File: src/rtl/plru_nway.sv
// Tree pseudo-LRU replacement tracker for an N-way set-associative cache.
// Keeps WAYS-1 heap-ordered tree bits per set, prefers invalid ways, and can sweep-clear all sets.
module plru_nway #(
    parameter int WAYS = 4,
    parameter int SETS = 16,
    localparam int SET_W = $clog2(SETS),
    localparam int WAY_W = $clog2(WAYS)
) (
    input  logic             clk,
    input  logic             rst,
    input  logic             load,
    input  logic [WAYS-1:0]  hit_way,
    input  logic [SET_W-1:0] set,
    input  logic [WAYS-1:0]  valid,
    input  logic             flush,
    output logic             busy,
    output logic [WAY_W-1:0] victim_way,
    output logic [WAYS-1:0]  victim_onehot
);

    typedef enum logic {IDLE, SWEEP} state_t;

    genvar gi, gl;

    state_t           state_reg, state_next;
    logic [SET_W-1:0] cnt_reg, cnt_next;
    logic [WAYS-2:0]  tree_reg [SETS];

    logic [WAYS-2:0]  cur_bits;
    logic [WAYS-2:0]  path_mask;
    logic [WAYS-2:0]  new_bits;
    logic [WAY_W-1:0] hit_idx;
    logic [WAY_W-1:0] inv_idx;
    logic [WAY_W-1:0] tree_idx;
    logic [WAYS-1:0]  tree_onehot;
    logic             hit_any;
    logic             all_valid;
    logic             do_load;
    logic             sweep_clear;

    assign cur_bits  = tree_reg[set];
    assign hit_any   = |hit_way;
    assign all_valid = &valid;

    // Lowest-index priority for both the accessed way and the first invalid way.
    always_comb begin
        hit_idx = '0;
        inv_idx = '0;
        for (int i = WAYS - 1; i >= 0; i--) begin
            if (hit_way[i]) hit_idx = WAY_W'(i);
            if (!valid[i])  inv_idx = WAY_W'(i);
        end
    end

    // Per node: is it on the path to hit_idx, and which way must it point to avoid hit_idx.
    generate
        for (gi = 0; gi < WAYS - 1; gi++) begin : g_node
            localparam int LVL = $clog2(gi + 2) - 1;
            localparam int POS = gi + 1 - (1 << LVL);
            assign path_mask[gi] = ((32'(hit_idx) >> (WAY_W - LVL)) == POS);
            assign new_bits[gi]  = ~hit_idx[WAY_W-1-LVL];
        end
    endgenerate

    // A leaf is the tree victim when every node on its path points towards it.
    generate
        for (gi = 0; gi < WAYS; gi++) begin : g_leaf
            logic [WAY_W-1:0] step_ok;
            for (gl = 0; gl < WAY_W; gl++) begin : g_lvl
                localparam int NODE = (1 << gl) - 1 + (gi >> (WAY_W - gl));
                localparam bit DIR  = ((gi >> (WAY_W - 1 - gl)) & 1) != 0;
                assign step_ok[gl] = (cur_bits[NODE] == DIR);
            end
            assign tree_onehot[gi] = &step_ok;
        end
    endgenerate

    always_comb begin
        tree_idx = '0;
        for (int i = 0; i < WAYS; i++) begin
            if (tree_onehot[i]) tree_idx = tree_idx | WAY_W'(i);
        end
    end

    assign victim_way    = all_valid ? tree_idx : inv_idx;
    assign victim_onehot = WAYS'(1) << victim_way;

    always_comb begin
        state_next = state_reg;
        cnt_next   = cnt_reg;
        case (state_reg)
            IDLE: begin
                if (flush) begin
                    state_next = SWEEP;
                    cnt_next   = '0;
                end
            end
            SWEEP: begin
                cnt_next = cnt_reg + 1'b1;
                if (cnt_reg == SET_W'(SETS - 1)) state_next = IDLE;
            end
            default: state_next = IDLE;
        endcase
    end

    assign busy        = (state_reg == SWEEP);
    assign sweep_clear = (state_reg == SWEEP);
    assign do_load     = load && hit_any && (state_reg == IDLE);

    always_ff @(posedge clk or posedge rst) begin
        if (rst) begin
            state_reg <= IDLE;
            cnt_reg   <= '0;
        end else begin
            state_reg <= state_next;
            cnt_reg   <= cnt_next;
        end
    end

    // Loads are blocked during a sweep, so the two write sources never collide.
    always_ff @(posedge clk or posedge rst) begin
        if (rst) begin
            for (int i = 0; i < SETS; i++) tree_reg[i] <= '0;
        end else if (sweep_clear) begin
            tree_reg[cnt_reg] <= '0;
        end else if (do_load) begin
            tree_reg[set] <= (cur_bits & ~path_mask) | (new_bits & path_mask);
        end
    end

endmodule

File: config.mk
export PLATFORM = sky130hd
export DESIGN_NAME = plru_nway
export DESIGN_NICKNAME = d
export VERILOG_FILES = /design/src/rtl/plru_nway.sv
export SDC_FILE = /design/constraint.sdc
export NUM_CORES = 1
export LEC_CHECK = 0
export CAP_MARGIN = 20
export CORE_MARGIN = 3
export CORE_UTILIZATION = 35
export DETAILED_ROUTE_END_ITERATION = 7
export PLACE_DENSITY = 0.64
export SYNTH_ARGS = -nofsm -noshare
export SYNTH_HDL_FRONTEND = slang
export SYNTH_SLANG_ARGS = --single-unit
File: constraint.sdc
create_clock -name clk -period 2.3 [get_ports clk]
set_input_delay 0.46 -clock clk [delete_from_list [all_inputs] [get_ports clk]]
set_output_delay 0.46 -clock clk [all_outputs]
set_load 0.1 [all_outputs]
Word-level counts from Yosys, hierarchy flattened

Index checks and enable logic that the tools add are counted.

Register bits after elaboration: 53
Bits of input ports: 16
Output and inout bits: 7
Logic and storage cells: 77

Add/sub/neg operators: 1
$lt $le $gt $ge: 4
Equality and inequality tests: 2
Shift operators: 1
Multiplexer cells: 27
Bitwise operators: 13
Reduce and logical (&&, ||, !) cells: 11

Operators by type and width:

| cell                                                                          | number |
|---|---|
| 48-bit two-way mux                                                            | 2 |
| 48-bit bitwise AND                                                            | 1 |
| 48-bit bitwise mux                                                            | 1 |
| 48-bit NOT                                                                    | 1 |
| 32-bit zero test                                                              | 1 |
| 3-bit demux with 4-bit select                                                 | 2 |
| 2-bit two-way mux                                                             | 11 |
| 3-bit binary-select mux with 4-bit select                                     | 1 |
| 3-bit two-way mux                                                             | 4 |
| 5-bit greater-or-equal comparator (second input constant)                     | 2 |
| 5-bit by 1-bit less-than comparator with 1-bit output (second input constant) | 2 |
| 4-bit NOT with 5-bit output                                                   | 2 |
| 4-bit case mux with 2 select lines                                            | 1 |
| 3-bit bitwise AND                                                             | 2 |
| 2-bit AND reduction                                                           | 3 |
| 1-bit NOT                                                                     | 5 |
| 4-bit by 1-bit adder with 4-bit output (second input constant)                | 1 |
| 4-bit equality test (second input constant)                                   | 1 |
| 1-bit logical AND                                                             | 4 |
| 4-bit two-way mux                                                             | 1 |
| 4-bit AND reduction                                                           | 1 |
| 4-bit OR reduction                                                            | 1 |
| 1-bit by 2-bit << shifter with 4-bit output (first input constant)            | 1 |
| 1-bit two-way mux                                                             | 3 |
| 5 further kinds                                                               | 5 |

Depth between registers and ports, before layout

Depth after elaboration: 11
Depth in mapped cells: 8
Mapped depth without buffers: 5

Worst setup path before layout

OpenSTA, ideal clock, no wires.

Path kind: input to output
Start: input set[0]
End: output victim_onehot[0]
Arrival time: 3.957 ns
Data required time: 1.840 ns
Setup slack: -2.117 ns
Stages: 7
Path buffers: 2
Path through: buf_6 buf_2 mux4_2 nand2_1 and4_1 nand3_1 o31ai_1

Longest elaborated chain between the ends: 11
Elaborated cells on any way between the ends: 14
Those cells by class: shift (1); mux (7); bitwise (3); reduce/logical (3)

RTL lines:

| element                                                 | RTL line | source |
|---|---|---|
| start: declaration                                      | 13       | `input logic [SET_W-1:0] set,` |
| 4-bit NOT with 5-bit output (implied by the code) *     | 41       | `assign cur_bits = tree_reg[set];` |
| 3-bit binary-select mux with 4-bit select *             | 41       |  |
| 3-bit two-way mux (implied by the code) * (2 in series) | 41       |  |
| 1-bit NOT                                               | 72       | `assign step_ok[gl] = (cur_bits[NODE] == DIR);` |
| 2-bit AND reduction                                     | 74       | `assign tree_onehot[gi] = &step_ok;` |
| 1-bit two-way mux                                       | 81       | `if (tree_onehot[i]) tree_idx = tree_idx \| WAY_W'(i);` |
| 2-bit two-way mux                                       | 81       |  |
| 2-bit two-way mux *                                     | 81       |  |
| 2-bit two-way mux *                                     | 85       | `assign victim_way = all_valid ? tree_idx : inv_idx;` |
| 1-bit by 2-bit << shifter with 4-bit output *           | 86       | `assign victim_onehot = WAYS'(1) << victim_way;` |
| end: declaration                                        | 18       | `output logic [WAYS-1:0] victim_onehot` |

Mark *: on every way between the ends. The rest lies on a longest branch, timed or not. The select of a mux whose other input is x is not followed.

Worst setup path after layout

Start: register tree_reg[38] (netlist bit)
End: output victim_way[0]

Longest elaborated chain between the ends: 6

RTL lines:

| element                                               | RTL line | source |
|---|---|---|
| start: declaration                                    | 27       | `logic [WAYS-2:0] tree_reg [SETS];` |
| start signal: indexed assignment                      | 127      | `tree_reg[set] <= (cur_bits & ~path_mask) \| (new_bits & path_mask);` |
| 3-bit binary-select mux with 4-bit select             | 41       |  |
| 3-bit two-way mux (implied by the code) (2 in series) | 41       |  |
| 2-bit AND reduction                                   | 74       |  |
| 2-bit two-way mux                                     | 81       |  |
| 2-bit two-way mux                                     | 85       |  |
| end: declaration                                      | 17       | `output logic [WAY_W-1:0] victim_way,` |

Every way passes these cells. The select of a mux whose other input is x is not followed.

==> impl_metrics.csv <==
group,metric,value,unit
routing,ant_nets,0,
floorplanning,io_pins,23,
floorplanning,die_w,98.0,µm
power,power.net_switching,1.48,mW
timing,fin_crit,2.56,ns
clock_tree,clk_pin_slew,0.10,ns
worst_setup_path,required,1.84,ns
power,p_per_area,977,nW/µm²
global_routing,grtUsageTotal,0.163,
timing,fin_ws,-0.264,ns
worst_setup_path,ff2ff_setup_slack,0.14,ns
synth,synth_top_area_frac,0.448,
floorplanning,fp-row-count,32,
cells_and_area,layout_common_cells,"nand2_1, dfrtp_1, mux2i_1, buf_4, nand3_1",
timing,max_slew_margin,0.740,
placed_design,port_buffers,22,
clock_tree,cts_tree,"built",
worst_setup_path,reg2reg_depth,8,
power,p_clk_frac,0.142,
worst_setup_path,reg2reg_from,"tree_reg[37]$_DFFE_PP0P_",
synth,yosys_warnings,0,
worst_setup_path,crit_type,"reg -> out",
power,p_seq_frac,0.436,
placed_design,dpl.cell_count,413,
clock_tree,clkSinkCount,53,
placed_design,place_congestion,0.806,
synth,synth_area_leader_cell,"dfrtp_1",
power,p_leak,1.61,nW
floorplanning,die_area,9600,µm²
power,intPower,2.26,mW
clock_tree,cts-root-buf,"clkbuf_8",
global_routing,grt_pass1_vias,2401,
job,drv_cap,0,
routing,totalWireLength,7.55,mm
routing,vias,2331,
synth,syn_area,2960,µm²
routing,dr.pass1.iters,4,
timing,fmax,390,MHz
synth,syn-num-nets,298,
timing,post-route-period-util,1.11,
synth,yosys.cell_types.count,32,
placed_design,dp_hpwl,5.39,mm
clock_tree,htree_levels,2,
timing,maxSlewViolCount,0,
cells_and_area,final_common_cell,"nand2_1",
cells_and_area,fin_cells,429,
timing,grt_setup_unrepaired,"yes",
synth,syn_inst,278,
cells_and_area,seq_area,1330,µm²
global_routing,antenna_found_initial,0,
cells_and_area,layout-drive-gt1-share,0.257,
synth,synth_area_leaders,"dfrtp_1, mux2i_1, nand2_1",
global_routing,gr-total-overflow,0,
clock_tree,hold_buffers,0,
outcome,status,"complete, but fails checks",
cells_and_area,fin_nets,346,
worst_setup_path,crit_arrival,2.10,ns
worst_setup_path,worstReg2RegEnd,"tree_reg[10]$_DFFE_PP0P_",
synth,avgSynthCellArea,10.7,µm²
clock_tree,clkLatencyLatePin,0.31,ns
floorplanning,start_util,0.372,
worst_setup_path,path_max_fanout,2,
power,power.total,3.74,mW
timing,finalHoldViolCount,0,
routing,drt_iter0_drc,146,
clock_tree,clock_path_buffers,2,
power,switching_share,0.395,
cells_and_area,area_delta_synth_final,29.2,%
synth,ys_seq_area_frac,0.448,
timing,worst_pin_slew,0.389,ns
power,p_comb_frac,0.422,
timing,clock_skew,0.00406,ns
routing,drc,0,
worst_setup_path,endpoint_kind,"primary output",
synth,ys_ff_latch,53,
timing,final-setup-viol-count,6,
cells_and_area,fin_util,0.480,
power,ir_drop,0.545,mV
cells_and_area,antenna_cells,0,
worst_setup_path,start_kind,"flop",
cells_and_area,largest_reg_flops,48,
cells_and_area,n_fill_cell,733,
floorplanning,core,7970,µm²
worst_hold_path,hp-class,"in -> async",
clock_tree,cts_buffers,5,
global_routing,grt_pass1_wl,12.6,mm
cells_and_area,multiInputGateArea,1660,µm²
outcome,violations,"negative setup slack",
floorplanning,die_h,98.0,µm
routing,wire_per_inst,17.6,µm
routing,vias_per_cell,5.43,
global_routing,grt_max_degree,54,
-- synthesized netlist by cell type (all sizes together) --
master and n:
nor3 5, nand2b 4, nand4 7, nand3 21, buf 6, a22oi 3
and4 1, a21boi 1, o21a 1, mux2 1, and3 2, mux2i 48
mux4 12, a21o 1, a21oi 6, ha 4, clkbuf 7, dfrtp 53
nor2 17, o31ai 4, inv 5, o21ai 3, or3 1, nand2 61
nor2b 4
-- worst max-delay path, cell delays in order, from the launching register on --
cell,delay [ns]
dfrtp_1,0.41
mux4_2,0.49
a22oi_2,0.18
nand3_2,0.12
buf_6,0.14
a21oi_4,0.19
a21oi_4,0.09
buf_12,0.18
-- through the flow --
| stage | hold slack (ns) | worst slack (ns) | cell area (µm²) | setup TNS (ns) |
|---|---|---|---|---|
| global route | 0.535 | -0.347 | 3820 | -1.71 |
| finish | 0.496 | -0.264 | 3820 | -1.33 |
| global placement | 0.506 | -0.815 | 3630 | -20.61 |
| floorplan | 0.494 | -0.613 | 3060 | -1.77 |
| CTS | 0.513 | -0.299 | 3820 | -1.47 |
| detailed placement | 0.517 | -0.852 | 3630 | -20.80 |
-- cell type report --
| type | count | area share |
|---|---|---|
| clock inverter | 2 | 0.00262 |
| inverter | 5 | 0.00491 |
| clock buffer | 6 | 0.0190 |
| multi-input combinational | 207 | 0.433 |
| tap | 102 | 0.0334 |
| sequential | 53 | 0.347 |
| timing repair buffer | 54 | 0.161 |
-- metal layers --
metal | track usage | part of all wire | up-vias
li1 | - | - | 1078
met1 | 0.230 | 0.46 | 1167
met2 | 0.262 | 0.47 | 77
met3 | 0.0336 | 0.062 | 9
met4 | 0.0330 | 0.012 | 0
met5 | 0 | 0 | -
-- what timing repair did --
| action | in CTS | in global routing |
|---|---|---|
| pin swaps | 14 | 5 |
| gates resized for setup | 33 | 0 |
| endpoints found under the setup margin | 38 | 6 |
| gates cloned | 1 | 0 |
| setup buffers | 7 | 0 |
-- cells by family (layout without fill, tap and decap cells) --
kind of cell	count (synthesis)	count (layout)	share of synthesized area
compound gates	19	19	0.0515
fa+ha+maj	4	4	0.0169
buf+inv	18	67	0.0304
flops	53	53	0.448
mux	61	61	0.266
simple gates	123	123	0.187
-- power groups by stage --
stage | Sequential [mW] | Combinational (mW) | Clock, mW
floorplan | 1.52 | 1.07 | 0
finish | 1.63 | 1.58 | 0.531
CTS | 1.62 | 1.58 | 0.530
global route | 1.66 | 1.75 | 0.564
global placement | 1.62 | 1.45 | 0
detailed placement | 1.63 | 1.49 | 0
-- worst max path at each step --
stage                             to                      from  depth (start not counted)  slack [ns]
floorplan           victim_onehot[0]                    set[0]                          7       -0.61
detailed placement  victim_onehot[2]                    set[0]                          8       -0.85
CTS                    victim_way[0]  tree_reg[38]$_DFFE_PP0P_                          7       -0.30
global placement    victim_onehot[2]                    set[0]                          8       -0.82
finish                 victim_way[0]  tree_reg[38]$_DFFE_PP0P_                          7       -0.26
global route        victim_onehot[2]  tree_reg[38]$_DFFE_PP0P_                          6       -0.35
Note: power is estimated with default switching activity, not from simulation.
